File: src/rtl/rng_byte_buffer_if.sv
// Byte-buffer bus between the de-bias stage / UART and rng_byte_buffer.
//   bit_valid, bit_in : de-biased bit stream in
//   tx_ready          : UART idle
//   tx_start, tx_byte : byte hand-off to UART
//   fifo_count        : bytes stored (0..2**ADDR_BITS)
//   overflow          : sticky, byte dropped on full FIFO
//   health_fail       : sticky, repetition-count test tripped
// master = bit source / UART side, slave = rng_byte_buffer.
interface rng_byte_buffer_if #(
  parameter int ADDR_BITS = 4
);
  logic                 bit_valid;
  logic                 bit_in;
  logic                 tx_ready;
  logic                 tx_start;
  logic [7:0]           tx_byte;
  logic [ADDR_BITS:0]   fifo_count;
  logic                 overflow;
  logic                 health_fail;

  modport master (
    output bit_valid, bit_in, tx_ready,
    input  tx_start, tx_byte, fifo_count, overflow, health_fail
  );

  modport slave (
    input  bit_valid, bit_in, tx_ready,
    output tx_start, tx_byte, fifo_count, overflow, health_fail
  );
endinterface

File: src/rtl/rng_byte_buffer.sv
// rng_byte_buffer: packs de-biased bits LSB-first into bytes, runs a
// repetition-count health test on the bit stream, buffers bytes in a FIFO
// and hands them to the UART one at a time via the tx_ready handshake.
// Ports:
//   clk   : system clock, rising edge
//   reset : synchronous, active-high, clears all state
//   bus   : rng_byte_buffer_if.slave (bit input, UART hand-off, status)
module rng_byte_buffer #(
  parameter int ADDR_BITS  = 4,
  parameter int RCT_CUTOFF = 32
) (
  input  logic               clk,
  input  logic               reset,
  rng_byte_buffer_if.slave   bus
);
  localparam int                 DEPTH  = 2**ADDR_BITS;
  localparam logic [7:0]         CUTOFF = 8'(RCT_CUTOFF);
  localparam logic [ADDR_BITS:0] FULL   = (ADDR_BITS+1)'(DEPTH);
  localparam logic [ADDR_BITS:0] ONE    = (ADDR_BITS+1)'(1);

  typedef enum logic [1:0] {IDLE, WAIT_BUSY, WAIT_DONE} state_t;

  state_t               state, state_nxt;
  logic [1:0]           busy_cnt, busy_cnt_nxt;
  logic [2:0]           idx;
  logic [7:0]           shreg;
  logic [7:0]           run_len, run_nxt;
  logic                 last_bit;
  logic                 health_fail;
  logic                 overflow;
  logic [ADDR_BITS-1:0] wptr, rptr;
  logic [ADDR_BITS:0]   count;
  logic [7:0]           tx_byte_q;
  logic [7:0]           mem [DEPTH];

  logic       trip, byte_done, push_req, push, pop;
  logic [7:0] byte_new;

  // Repetition count: a fresh run starts at 1, repeats saturate at cutoff.
  always_comb begin
    run_nxt = 8'd1;
    if (run_len != 8'd0 && bus.bit_in == last_bit)
      run_nxt = (run_len == CUTOFF) ? CUTOFF : run_len + 8'd1;
  end

  assign trip      = bus.bit_valid && (run_nxt == CUTOFF);
  assign byte_done = bus.bit_valid && (idx == 3'd7);
  assign byte_new  = {bus.bit_in, shreg[6:0]};
  // A byte completing on the tripping bit is discarded along with the FIFO.
  assign push_req  = byte_done && !health_fail && !trip;
  assign push      = push_req && (count != FULL);

  // Output FSM; pop doubles as tx_start so the head is offered in the same
  // cycle the FSM sees a non-empty FIFO.
  always_comb begin
    state_nxt    = state;
    busy_cnt_nxt = busy_cnt;
    pop          = 1'b0;
    case (state)
      IDLE: begin
        if (count != '0 && bus.tx_ready && !health_fail) begin
          pop          = 1'b1;
          state_nxt    = WAIT_BUSY;
          busy_cnt_nxt = 2'd0;
        end
      end
      WAIT_BUSY: begin
        if (!bus.tx_ready) begin
          state_nxt = WAIT_DONE;
        end else if (busy_cnt == 2'd3) begin
          // UART never went busy: assume it took the byte.
          state_nxt = IDLE;
        end else begin
          busy_cnt_nxt = busy_cnt + 2'd1;
        end
      end
      WAIT_DONE: begin
        if (bus.tx_ready) state_nxt = IDLE;
      end
      default: state_nxt = IDLE;
    endcase
  end

  always_ff @(posedge clk) begin
    if (reset) begin
      state    <= IDLE;
      busy_cnt <= 2'd0;
    end else begin
      state    <= state_nxt;
      busy_cnt <= busy_cnt_nxt;
    end
  end

  // Bit assembly and health test.
  always_ff @(posedge clk) begin
    if (reset) begin
      idx         <= 3'd0;
      shreg       <= 8'd0;
      run_len     <= 8'd0;
      last_bit    <= 1'b0;
      health_fail <= 1'b0;
    end else if (bus.bit_valid) begin
      shreg[idx] <= bus.bit_in;
      idx        <= idx + 3'd1;
      run_len    <= run_nxt;
      last_bit   <= bus.bit_in;
      if (trip) health_fail <= 1'b1;
    end
  end

  // FIFO pointers, occupancy and sticky overflow.
  always_ff @(posedge clk) begin
    if (reset) begin
      wptr      <= '0;
      rptr      <= '0;
      count     <= '0;
      overflow  <= 1'b0;
      tx_byte_q <= 8'd0;
    end else begin
      if (push_req && count == FULL) overflow <= 1'b1;
      if (pop) tx_byte_q <= mem[rptr];
      if (trip) begin
        wptr  <= '0;
        rptr  <= '0;
        count <= '0;
      end else begin
        if (push) wptr <= wptr + 1'b1;
        if (pop)  rptr <= rptr + 1'b1;
        case ({push, pop})
          2'b10:   count <= count + ONE;
          2'b01:   count <= count - ONE;
          default: count <= count;
        endcase
      end
    end
  end

  // Storage needs no reset; occupancy is tracked by the pointers.
  always_ff @(posedge clk) begin
    if (push) mem[wptr] <= byte_new;
  end

  assign bus.tx_start    = pop;
  assign bus.tx_byte     = pop ? mem[rptr] : tx_byte_q;
  assign bus.fifo_count  = count;
  assign bus.overflow    = overflow;
  assign bus.health_fail = health_fail;
endmodule

File: src/flat_wrapper.sv
// flat-port wrapper written by rule: the top's interface ports become plain ports
module rng_byte_buffer_flat 
#(
  parameter int ADDR_BITS  = 4,
  parameter int RCT_CUTOFF = 32
)
  (clk, reset, bus_bit_valid, bus_bit_in, bus_tx_ready, bus_tx_start, bus_tx_byte, bus_fifo_count, bus_overflow, bus_health_fail);
  rng_byte_buffer_if #(.ADDR_BITS(ADDR_BITS)) bus_i ();
  input  logic clk;
  input  logic reset;
  input wire logic [$bits(bus_i.bit_valid)-1:0] bus_bit_valid;
  input wire logic [$bits(bus_i.bit_in)-1:0] bus_bit_in;
  input wire logic [$bits(bus_i.tx_ready)-1:0] bus_tx_ready;
  output wire logic [$bits(bus_i.tx_start)-1:0] bus_tx_start;
  output wire logic [$bits(bus_i.tx_byte)-1:0] bus_tx_byte;
  output wire logic [$bits(bus_i.fifo_count)-1:0] bus_fifo_count;
  output wire logic [$bits(bus_i.overflow)-1:0] bus_overflow;
  output wire logic [$bits(bus_i.health_fail)-1:0] bus_health_fail;
  assign bus_i.bit_valid = bus_bit_valid;
  assign bus_i.bit_in = bus_bit_in;
  assign bus_i.tx_ready = bus_tx_ready;
  assign bus_tx_start = bus_i.tx_start;
  assign bus_tx_byte = bus_i.tx_byte;
  assign bus_fifo_count = bus_i.fifo_count;
  assign bus_overflow = bus_i.overflow;
  assign bus_health_fail = bus_i.health_fail;
  rng_byte_buffer #(.ADDR_BITS(ADDR_BITS), .RCT_CUTOFF(RCT_CUTOFF)) u_core (.clk(clk), .reset(reset), .bus(bus_i));
endmodule
File: config.mk
export PLATFORM = sky130hd
export DESIGN_NAME = rng_byte_buffer_flat
export DESIGN_NICKNAME = d
export VERILOG_FILES = /design/src/rtl/rng_byte_buffer_if.sv /design/src/rtl/rng_byte_buffer.sv /design/src/flat_wrapper.sv
export SDC_FILE = /design/constraint.sdc
export NUM_CORES = 1
export LEC_CHECK = 0
export CAP_MARGIN = 20
export CORE_ASPECT_RATIO = 1.2
export CORE_MARGIN = 10
export CORE_UTILIZATION = 35
export DETAILED_ROUTE_END_ITERATION = 6
export SETUP_SLACK_MARGIN = 0.5
export SYNTH_ARGS = -nofsm -noshare
export SYNTH_HDL_FRONTEND = slang
export SYNTH_SLANG_ARGS = --single-unit
File: constraint.sdc
create_clock -name clk -period 6.7 [get_ports clk]
set_input_delay 1.005 -clock clk [delete_from_list [all_inputs] [get_ports clk]]
set_output_delay 1.005 -clock clk [all_outputs]
set_load 0.02 [all_outputs]
* After elaboration in Yosys (flattened, before gate mapping)
Memory sizes are Yosys's and may differ from the RTL's. A register that Yosys moved wholly into a read port is not among the register bits.
Index checks and enable logic that the tools add are counted.
** Operators by class
- $add $sub $neg :: 7
- Multipliers :: 0
- Divide/modulo/power cells :: 0
- $lt $le $gt $ge :: 2
- Eq/ne operators :: 16
- Shifts and indexed selects :: 0
- Multiplexer cells :: 22
- Bitwise logic cells :: 0
- Reductions and logical operators :: 21
** Operators with widths (number)
- $mux W8 :: 3
- $eq A8 B6 Y1 const B :: 2
- $mux W2 :: 7
- $logic_and A1 B1 Y1 :: 10
- $pmux W5 S2 :: 1
- $add A4 B1 Y4 const B :: 2
- $add A8 B1 Y8 const B :: 1
- $bwmux W8 :: 1
- $mux W4 :: 2
- $reduce_bool A8 Y1 :: 1
- $eq A2 B2 Y1 const B :: 3
- $ne A2 B2 Y1 const B :: 3
- $pmux W2 S3 :: 1
- $add A5 B1 Y5 const B :: 1
- $eq A5 B5 Y1 const B :: 1
- $mux W1 :: 5
- $ne A5 B5 Y1 const B :: 1
- $reduce_bool A5 Y1 :: 1
- $sub A5 B1 Y5 const B :: 1
- $eq A2 B1 Y1 const B :: 2
- $lt A3 B4 Y1 const B :: 1
- $pmux W2 S2 :: 1
- $reduce_and A4 Y1 :: 1
- $reduce_bool A2 Y1 :: 2
- other kinds (13) :: 14
** Word-level totals
- Register bits :: 47
- Bits in latches :: 0
- RAM bits :: 128
- Memory bits (read-only) :: 0
- Input bits :: 5
- Output and inout bits :: 16
- Word-level logic and storage cells :: 81
- Memories kept :: 1
** Memories
- u_core.mem :: depth 16, width 8, rd ports 1, clocked after memory_dff 1, write ports 1, RTL line rng_byte_buffer.sv:34 : logic [7:0] mem [DEPTH];

* Depth between registers and ports, before layout
Gate-level depths: netlist of run 1.
- Depth after elaboration :: 10
- Gate-level depth with buffers :: 17
- Gate-level depth less buffers :: 15

* Worst setup path before layout of run 1
Ideal clock, no wire load.
- Path kind :: input to register
- Start point :: in bus_bit_in
- End point :: reg u_core.count[4], in the netlist u_core.bus.fifo_count[4]
- Setup time :: 0.086 ns
- Arrival time :: 3.962 ns
- Data required time :: 6.614 ns
- Setup slack :: 2.652 ns
- Stages :: 16
- Buffers on the path :: 3
- Path through :: buf_2 -> xnor2_1 -> nand2_1 -> a2111oi_2 -> and3_1 -> buf_6 -> buf_8 -> nand2b_1 -> ha_1 -> xor2_1 -> ha_1 -> a211o_1 -> a211oi_1 -> a221oi_1 -> or3_1 -> a211oi_1
** On the way
- Cells in the longest elaborated chain, start to end :: 10
- Elaborated cells between the ends (all ways) :: 13
- Classes of those cells :: 4 x eq/ne; 2 x mux; 7 x reduce/logical
** Ends and longest elaborated chain
- start, declared :: RTL line flat_wrapper.sv:12 : input wire logic [$bits(bus_i.bit_in)-1:0] bus_bit_in;
- $eq A1 B1 Y1 * :: RTL line rng_byte_buffer.sv:42 : if (run_len != 8'd0 && bus.bit_in == last_bit)
- $logic_and A1 B1 Y1 * :: RTL line rng_byte_buffer.sv:42
- $mux W8 * :: RTL line rng_byte_buffer.sv:42
- $eq A8 B6 Y1 * :: RTL line rng_byte_buffer.sv:46 : assign trip = bus.bit_valid && (run_nxt == CUTOFF);
- $logic_and A1 B1 Y1 * :: RTL line rng_byte_buffer.sv:46
- $logic_not A1 Y1 :: RTL line rng_byte_buffer.sv:50 : assign push_req = byte_done && !health_fail && !trip;
- $logic_and A1 B1 Y1 :: RTL line rng_byte_buffer.sv:50
- $logic_and A1 B1 Y1 :: RTL line rng_byte_buffer.sv:51 : assign push = push_req && (count != FULL);
- $eq A2 B1 Y1 or $eq A2 B2 Y1 (tied branches) :: RTL line rng_byte_buffer.sv:129 : case ({push, pop})
- $pmux W5 S2 or $reduce_bool A2 Y1 (tied branches)
- end signal, assigned :: RTL line rng_byte_buffer.sv:130 : 2'b10: count <= count + ONE;
- end signal, assigned :: RTL line rng_byte_buffer.sv:131 : 2'b01: count <= count - ONE;
- end signal, assigned :: RTL line rng_byte_buffer.sv:132 : default: count <= count;
- end, declared :: RTL line rng_byte_buffer.sv:32 : logic [ADDR_BITS:0] count;
Every way passes the cells marked *; elsewhere a longest branch is shown, timed or not.
A chain may end at the register's enable or synchronous reset.

* Final worst setup path of run 1
- Start point :: in bus_bit_valid
- End point :: reg u_core.count[4], in the netlist u_core.bus.fifo_count[4]
** On the way
- Cells in the longest elaborated chain, start to end :: 6
- Elaborated cells between the ends (all ways) :: 11
- Classes of those cells :: 2 x eq/ne; 1 x mux; 8 x reduce/logical
** Ends and longest elaborated chain
- start, declared :: RTL line flat_wrapper.sv:11 : input wire logic [$bits(bus_i.bit_valid)-1:0] bus_bit_valid;
- $logic_and A1 B1 Y1 (on tied branches) :: RTL line rng_byte_buffer.sv:47, rng_byte_buffer.sv:46
- $logic_and A1 B1 Y1 or $logic_not A1 Y1 (tied branches) :: RTL line rng_byte_buffer.sv:50
- $logic_and A1 B1 Y1 :: RTL line rng_byte_buffer.sv:50
- $logic_and A1 B1 Y1 :: RTL line rng_byte_buffer.sv:51
- $eq A2 B1 Y1 or $eq A2 B2 Y1 (tied branches) :: RTL line rng_byte_buffer.sv:129
- $pmux W5 S2 or $reduce_bool A2 Y1 (tied branches)
Parallel ways exist; a longest one is shown, timed or not.

==> results of run 1 <==
-- Yosys cell counts, types with 3 or more instances --
| cell | count | area (um^2) |
|---|---|---|
| dfxtp_1 | 50 | 1000 |
| inv_1 | 6 | 22.5 |
| nand3b_1 | 3 | 22.5 |
| nor3b_1 | 5 | 37.5 |
| mux4_2 | 32 | 721 |
| buf_2 | 8 | 40.0 |
| o22ai_1 | 17 | 106 |
| edfxtp_1 | 128 | 3840 |
| mux2i_1 | 14 | 140 |
| a21oi_1 | 20 | 100 |
| o21ai_0 | 7 | 35.0 |
| a211oi_1 | 11 | 82.6 |
| mux2_2 | 8 | 90.1 |
| nor3_1 | 21 | 105 |
| buf_6 | 4 | 45.0 |
| xor2_1 | 7 | 61.3 |
| nand2_1 | 15 | 56.3 |
| and3_1 | 3 | 18.8 |
| ha_1 | 14 | 175 |
| nand3_1 | 18 | 90.1 |
| nand2b_1 | 8 | 50.1 |
| buf_4 | 3 | 22.5 |
| nand4b_1 | 3 | 26.3 |
| nor2_1 | 40 | 150 |
| nand4_1 | 3 | 18.8 |
| xnor2_1 | 9 | 78.8 |
| clkbuf_1 | 14 | 52.6 |
-- registers in the layout (all words and copies together), names as in the netlist, named ones only --
signal,cells
u_core.bus.fifo_count,5
u_core.tx_byte_q,8
u_core.wptr,4
u_core.last_bit,1
u_core.shreg,7
u_core.idx,3
u_core.run_len,8
u_core.mem,128
u_core.state,2
u_core.bus.overflow,1
u_core.bus.health_fail,1
u_core.rptr,4
u_core.busy_cnt,2
-- critical path, stage by stage --
cell	delay, ns
clkdlybuf4s50_1	0.96
nand2_1	0.23
a2111oi_2	0.34
and3_1	0.21
buf_4	0.29
nand2b_1	0.18
ha_1	0.31
xor2_1	0.11
ha_1	0.22
a211o_1	0.27
a211oi_1	0.26
a221oi_1	0.09
or3_1	0.32
a211oi_1	0.24
-- metrics by stage --
stage               power (W)  worst slack [ns]
finish                0.00222              1.99
detailed placement    0.00123              1.57
floorplan             0.00122              2.65
global route          0.00229              1.58
CTS                   0.00224              2.01
global placement      0.00123              1.72
-- area by class of cell --
class / instances / area (um^2)
clock buffers: 17 / 425
clock inverters: 15 / 183
fillers: 1902 / 12500
inverters: 6 / 22.5
multi-input cells: 292 / 2470
flip-flops and latches: 178 / 4850
well taps: 270 / 338
repair buffers: 28 / 255
-- cell families after synthesis --
group                    share of synthesized area
multiplexers                                 0.127
flip-flops                                   0.645
buffers and inverters                       0.0280
adder cells (fa/ha/maj)                     0.0233
XOR/XNOR                                    0.0186
AND/OR/NAND/NOR                             0.0914
AO/OA/AOI/OAI                               0.0674
-- report_power, final --
part / total (W) / switching, W / internal (W)
Clock: 0.00101 / 0.000441 / 0.000569
Sequential: 0.00118 / 0.00000754 / 0.00117
Combinational: 0.0000286 / 0.0000181 / 0.0000105
Total: 0.00222 / 0.000467 / 0.00175
-- per-layer routing --
metal | vias to the layer above | part of all wire
li1 | 2002 | -
met1 | 2115 | 0.42
met2 | 51 | 0.55
met3 | 7 | 0.023
met4 | 0 | 0.0095
met5 | - | 0
-- final timing paths --
check / from / end / cells after the start
min reg2reg: u_core.bus.overflow$_SDFFE_PP0P_ / u_core.bus.overflow$_SDFFE_PP0P_ / 1
min: u_core.bus.overflow$_SDFFE_PP0P_ / u_core.bus.overflow$_SDFFE_PP0P_ / 1
max: bus_bit_valid / u_core.bus.fifo_count[4]$_SDFFE_PP0P_ / 14
max reg2reg: u_core.run_len[0]$_SDFFE_PP0P_ / u_core.bus.fifo_count[4]$_SDFFE_PP0P_ / 15
-- placed cells by master, fill, tap and decap left out, drive strengths merged, types with 8 or more instances in the layout --
| cell | n |
|---|---|
| edfxtp | 128 |
| dfxtp | 50 |
| nor2 | 40 |
| mux4 | 32 |
| nor3 | 21 |
| a21oi | 20 |
| clkdlybuf4s50 | 19 |
| nand3 | 18 |
| o22ai | 17 |
| clkbuf | 17 |
| nand2 | 15 |
| inv | 15 |
| mux2i | 14 |
| ha | 14 |
| a211oi | 11 |
| xnor2 | 9 |
| buf | 9 |
| nand2b | 8 |
| mux2 | 8 |
==> impl_metrics.ini, run 1 <==
[run_status]
outcome = finished clean

[power_and_ir_drop]
p_per_area_nw_per_um2 = 260
p_leak_nw = 2.84
ir_drop_uv = 172

[global_route]
use_met3 = 0.0215
grt_use_met1 = 0.114
grt-ovfl-total = 0
busiest_layer = met2
met2_usage = 0.194
grt_start_max_net_pins = 48
antenna_found_initial = 0
gr-usage-all-layers = 0.105
grt_pass1_wl_um = 23300
grt_pass1_vias = 4255

[logic_synthesis]
syn_area_um2 = 7510
ys_types = 55
syn_area_per_cell_um2 = 14.8
synth-edff-count = 128
yosysWarnings = 0
ys_ff_latch = 178
synthFlopType = edfxtp_1
syn_inst = 509
async_flop_share = 0
synth_nets = 528
ys_seq_area_frac = 0.645

[floorplan]
start_util = 0.357
die_x_um = 154
num_io_pins = 21
num_rows = 58
die_h_um = 181
die-area_um2 = 27800
core_um2 = 21000

[cts]
htreeDepth = 4
cts.sinks = 178
cts_buffer_depth = 2
ctsHoldBuffers = 0
cts_resized = 0
clk_pin_slew_ns = 0.07
clk_latency_ns = 0.42
root_buffer = clkbuf_16
numCtsBuffers = 17
postCtsSetupBuffers = 0
cts_tree = yes

[setup_path]
worstPathRequired_ns = 7.02
startpoint_type = input port
ff2ff_setup_slack_ns = 2.33
path_class = input port to register
worst-endpoint-arrival_ns = 5.04
worstSetupEndpointType = register
cp_max_fo = 31

[timing]
period_needed_ns = 4.71
maxSlewViolCount = 0
worstMarginPinSlew_ns = 1.01
fmax_mhz = 212
setup_viol = 0
fin_crit_sh = 0.704
tns_ns = 0
hold_violations = 0
grt_setup_unrepaired = no
slew_headroom = 0.324
fin_skew_ns = 0.0111
hold_ws_ns = 0.488

[route]
drt_iter0_markers = 247
via_count = 4175
ant_nets = 0
drcViolationCount = 0
drt_pass1_iterations = 4
viasPerCell = 5.18
routed_wirelength_um = 14400
wire_per_inst_um = 17.8

[placement]
placed_area_um2 = 7940
port_buffers = 20
dp_hpwl_um = 9530
dp.cells = 774
place_congestion = 0.824

[hold_path]
hold_class = register to register

[flow_run]
cap_violations = 0

[finish]
num-nets-final = 542
drive_gt1_frac = 0.166
post-route-cell-area_um2 = 8540
antenna_cells = 0
finalNonFillerCells = 806
area_delta_synth_final_pct = 13.7
final_core_util = 0.406
Power figures use the tool's default switching activity.
==> run 2: changes to the inputs <==
clock period = 4.55 ns   (was 6.7 ns; I/O delays follow)
==> impl_metrics.ini, run 2 (synthesized netlist as in run 1, its figures left out) <==
[route]
drt_pass1_iterations = 4
ant_nets = 0
via_count = 4185
drt_iter0_markers = 261
wire_per_inst_um = 17.7
routed_wirelength_um = 14300
drcViolationCount = 0
viasPerCell = 5.16

[hold_path]
hold_class = register to register
holdPathStages = 1

[setup_path]
critPathMaxStageDelay_ns = 0.65
reg2reg_to = u_core.bus.fifo_count[4]$_SDFFE_PP0P_
worst_path_max_delay_cell = clkdlybuf4s50_1
startpoint = bus_tx_ready
crit_chain = clkdlybuf4s50_1 > nand2b_1 > a2111oi_4 > buf_4 > buf_4 > o22ai_1 > a21oi_1 > clkdlybuf4s50_1
worst-endpoint-arrival_ns = 3.17
ff2ff_setup_slack_ns = 0.81
startpoint_type = input port
path_class = input port to output port
worstPathRequired_ns = 3.87
cp_max_fo = 18
r2r_cells = 14
worstSetupEndpointType = output port
crit_path_end = bus_tx_byte[6]
r2r_start = u_core.run_len[1]$_SDFFE_PP0P_

[cts]
numCtsBuffers = 17
cts_tree = yes
root_buffer = clkbuf_16
cts.sinks = 178
htreeDepth = 4
clk_pin_slew_ns = 0.07
cts_buffer_depth = 2
postCtsSetupBuffers = 0
clk_latency_ns = 0.42

[run_status]
outcome = finished clean

[timing]
setup_viol = 0
fmax_mhz = 259
slew_headroom = 0.330
hold_ws_ns = 0.489
fin_crit_sh = 0.847
grt_setup_unrepaired = yes
period_needed_ns = 3.86
maxSlewViolCount = 0
tns_ns = 0
fin_skew_ns = 0.0102
worstMarginPinSlew_ns = 1.00
hold_violations = 0

[floorplan]
start_util = 0.357
die_x_um = 154
num_io_pins = 21
num_rows = 58
die-area_um2 = 27800
die_h_um = 181
core_um2 = 21000

[finish]
top_register = u_core.mem
largest_reg_flops = 128
num-nets-final = 547
antenna_cells = 0
multi_input_area_um2 = 2500
nFillCells = 1907
top_regs = u_core.mem: 128 flops, u_core.run_len: 8 flops, u_core.tx_byte_q: 8 flops
final_cell_mix = edfxtp_1 (128), dfxtp_1 (48), nor2_1 (40)
area_delta_synth_final_pct = 14.3
drive_gt1_frac = 0.177
seq_area_um2 = 4850
layout_commonest_cell = edfxtp_1

[global_route]
grt_pass1_vias = 4324
grt_start_max_net_pins = 48
antenna_found_initial = 0
gr-usage-all-layers = 0.104
grt-ovfl-total = 0
grt_pass1_wl_um = 23100

[power_and_ir_drop]
p_leak_nw = 2.86
ir_drop_uv = 258
p_total_w = 0.00323
p_per_area_nw_per_um2 = 376

[placement]
dp_hpwl_um = 9440
port_buffers = 20
place_congestion = 0.893

[flow_run]
cap_violations = 0
[run 2: cell types whose count changed in the layout (fill, tap and decap cells not counted), sizes merged]
cell / before / now
bufinv: 2 / 1
clkbuf: 17 / 18
clkinv: 4 / 5
buf: 9 / 14
inv: 15 / 14
[run 2: metrics by stage]
| stage | std cells | area, um^2 | utilization | setup slack [ns] |
|---|---|---|---|---|
| 2_1_floorplan | 509 | 7510 | - | 0.825 |
| 3_3_place_gp | 779 | 7970 | 0.379 | 0.420 |
| 3_5_place_dp | 779 | 7970 | 0.379 | 0.343 |
| 4_1_cts | 811 | 8560 | 0.407 | 0.575 |
| 5_1_grt | 811 | 8590 | 0.408 | 0.488 |
| 6_report | 811 | 8590 | 0.408 | 0.694 |
[run 2: repair_timing]
action                                  4_1_cts  5_1_grt
endpoints found under the setup margin        0        2
gates resized for setup                       0        6
hold buffers                                  0        0
[run 2: worst min path at each step]
| stage | endpoint | slack, ns | start |
|---|---|---|---|
| 2_1_floorplan | u_core.run_len[6]$_SDFFE_PP0P_ | 0.49 | u_core.run_len[6]$_SDFFE_PP0P_ |
| 3_3_place_gp | u_core.bus.overflow$_SDFFE_PP0P_ | 0.47 | u_core.bus.overflow$_SDFFE_PP0P_ |
| 3_5_place_dp | u_core.bus.overflow$_SDFFE_PP0P_ | 0.48 | u_core.bus.overflow$_SDFFE_PP0P_ |
| 4_1_cts | u_core.bus.overflow$_SDFFE_PP0P_ | 0.49 | u_core.bus.overflow$_SDFFE_PP0P_ |
| 5_1_grt | u_core.bus.overflow$_SDFFE_PP0P_ | 0.51 | u_core.bus.overflow$_SDFFE_PP0P_ |
| 6_report | u_core.bus.overflow$_SDFFE_PP0P_ | 0.49 | u_core.bus.overflow$_SDFFE_PP0P_ |
[run 2: critical path, delay by kind of cell]
kind	cells	cell delay (ns)
buf+inv	4	1.69
compound gates	3	0.68
simple gates	1	0.11
[run 2: power breakdown]
group | internal, W | switching [W]
clock network | 0.000786 | 0.000661
registers | 0.00173 | 0.0000111
logic | 0.0000171 | 0.0000270
total | 0.00253 | 0.000699
[run 2: final cells by class]
cell class                      count  area share
Sequential cell                   178       0.564
Multi-Input combinational cell    292       0.291
Clock buffer                       18      0.0499
Tap cell                          270      0.0393
Timing Repair Buffer               33      0.0341
Clock inverter                     14      0.0188
Inverter                            6     0.00262
[run 2: routing by layer]
metal	global-route usage	vias up	routed length (um)
li1	-	2008	-
met4	0.0424	0	166
met1	0.115	2102	5880
met2	0.188	64	7860
met3	0.0220	11	406
met5	0	-	0
==> run 3: changes to the inputs <==
clock period = 3.9 ns   (was 4.55 ns; I/O delays follow)
==> impl_metrics.ini, run 3 (synthesized netlist as in run 1, its figures left out) <==
[finish]
antenna_cells = 0
num-nets-final = 549
nFillCells = 1927
top_register = u_core.mem
drive_gt1_frac = 0.201
area_delta_synth_final_pct = 15.4
top_regs = u_core.mem: 128 flops, u_core.run_len: 8 flops, u_core.tx_byte_q: 8 flops
final_cell_mix = edfxtp_1 (128), dfxtp_1 (43), nor2_1 (40)
finalNonFillerCells = 813
layout_commonest_cell = edfxtp_1
post-route-cell-area_um2 = 8670
largest_reg_flops = 128

[cts]
cts_buffer_depth = 2
clk_latency_ns = 0.42
cts_tree = yes
ctsHoldBuffers = 0
cts.sinks = 178
htreeDepth = 4
numCtsBuffers = 17
clk_pin_slew_ns = 0.07
root_buffer = clkbuf_16

[global_route]
antenna_found_initial = 0
grt_start_max_net_pins = 48
grt-ovfl-total = 0
grt_pass1_wl_um = 23300
gr-usage-all-layers = 0.105
grt_pass1_vias = 4259

[placement]
port_buffers = 20
placed_area_um2 = 8050
place_ws_ns = 0.0769
place_congestion = 0.869
dp.cells = 779
dp_hpwl_um = 9780

[timing]
slew_headroom = 0.338
period_needed_ns = 3.39
worstMarginPinSlew_ns = 0.989
fmax_mhz = 295
fin_skew_ns = 0.00839
setup_ws_ns = 0.512
tns_ns = 0
setup_viol = 0
hold_violations = 0
maxSlewViolCount = 0
fin_crit_sh = 0.869
grt_setup_unrepaired = yes

[hold_path]
hold_class = register to register
hold_end = u_core.bus.overflow$_SDFFE_PP0P_
holdPathStages = 1
holdCritStartpoint = u_core.bus.overflow$_SDFFE_PP0P_

[run_status]
outcome = finished clean

[route]
routed_wirelength_um = 14500
wire_per_inst_um = 17.8
drt_iter0_markers = 283
via_count = 4225
viasPerCell = 5.20
drcViolationCount = 0
ant_nets = 0
drt_pass1_iterations = 5

[floorplan]
num_io_pins = 21
start_util = 0.357
die_h_um = 181
die_x_um = 154
core_um2 = 21000
die-area_um2 = 27800
num_rows = 58

[power_and_ir_drop]
p_sw_frac = 0.208
p_int_w = 0.00291
combPwrFrac = 0.014
p_clk_frac = 0.434
seqPwrFrac = 0.551
p_per_area_nw_per_um2 = 424
ir_drop_uv = 308
p_leak_nw = 2.94
p_switching_w = 0.000764

[flow_run]
cap_violations = 0

[setup_path]
reg2reg_to = u_core.bus.fifo_count[4]$_SDFFE_PP0P_
path_class = register to register
ff2ff_setup_slack_ns = 0.51
cp_max_fo = 9
worstPathRequired_ns = 4.24
worst_path_max_delay_cell = dfxtp_4
cp_num_buf_inv = 0
path_delay_family = compound AO/OA/AOI/OAI gates
critPathMaxStageDelay_ns = 0.41
r2r_cells = 14
r2r_start = u_core.run_len[0]$_SDFFE_PP0P_
crit_chain = ha_4 > and3_1 > o211ai_1 > a2111oi_4 > and3_1 > nand2b_4 > ha_4 > xor2_1 > ha_1 > a211o_1 > a211oi_2 > a221oi_1 > or3_1 > a211oi_1
startpoint_type = register
worstSetupEndpointType = register
worst-endpoint-arrival_ns = 3.73
[run 3: changes by cell type in the layout (fill, tap and decap cells not counted), sizes merged]
| cell | change |
|---|---|
| clkdlybuf4s50 | -8 |
| buf | +2 |
| clkbuf | +2 |
| inv | -4 |
| dlymetal6s2s | +1 |
| dlygate4sd2 | +7 |
| clkinv | +1 |
| bufinv | -1 |
| clkinvlp | +2 |
[run 3: what timing repair did]
| action | 4_1_cts | 5_1_grt |
|---|---|---|
| endpoints found under the hold margin | 0 | 0 |
| setup buffers | 2 | 0 |
| resized for setup | 18 | 2 |
| setup endpoints to repair | 9 | 2 |
| pin swaps | 3 | 0 |
[run 3: worst reg2reg max path, stage by stage, from the launching register on]
cell,delay (ns)
dfxtp_4,0.41
ha_4,0.17
and3_1,0.17
o211ai_1,0.15
a2111oi_4,0.40
and3_1,0.22
nand2b_4,0.14
ha_4,0.17
xor2_1,0.07
ha_1,0.22
a211o_1,0.30
a211oi_2,0.24
a221oi_1,0.09
or3_1,0.33
a211oi_1,0.22
[run 3: worst max-delay path by stage]
stage	slack [ns]	endpoint	depth (start not counted)	from
5_1_grt	0.30	u_core.bus.fifo_count[4]$_SDFFE_PP0P_	14	u_core.run_len[0]$_SDFFE_PP0P_
3_5_place_dp	0.08	u_core.bus.fifo_count[4]$_SDFFE_PP0P_	14	bus_bit_in
6_report	0.51	u_core.bus.fifo_count[4]$_SDFFE_PP0P_	14	u_core.run_len[0]$_SDFFE_PP0P_
3_3_place_gp	0.16	u_core.bus.fifo_count[4]$_SDFFE_PP0P_	14	bus_bit_in
4_1_cts	0.42	bus_tx_byte[0]	8	bus_tx_ready
2_1_floorplan	0.50	u_core.bus.fifo_count[4]$_SDFFE_PP0P_	16	bus_bit_in
[run 3: area by class of cell]
cell class	count	area, um^2	area share
Clock buffer	20	467	0.0538
Clock inverter	12	98.8	0.0114
Tap cell	270	338	0.0390
Inverter	6	22.5	0.00260
Sequential cell	178	4860	0.561
Timing Repair Buffer	35	327	0.0377
Multi-Input combinational cell	292	2560	0.295
[run 3: per-layer routing]
metal,track usage,share of wire,vias up
met2,0.188,0.55,79
met5,0,0,-
met4,0.0507,0.020,0
li1,-,-,2023
met3,0.0205,0.027,17
met1,0.117,0.40,2106
[run 3: stage by stage]
step            util  total power [W]  hold WS, ns
6_report       0.412          0.00368        0.490
5_1_grt        0.412          0.00379        0.523
4_1_cts        0.412          0.00371        0.492
3_5_place_dp   0.383          0.00212        0.477
3_3_place_gp   0.383          0.00212        0.471
2_1_floorplan      -          0.00210        0.485
[run 3: power groups by stage]
stage / Combinational [W] / Clock (W) / Sequential (W)
after floorplan: 0.0000375 / 0 / 0.00207
after global placement: 0.0000514 / 0 / 0.00207
after detailed placement: 0.0000525 / 0 / 0.00207
after CTS: 0.0000528 / 0.00163 / 0.00203
after global routing: 0.0000579 / 0.00171 / 0.00203
final: 0.0000521 / 0.00160 / 0.00203
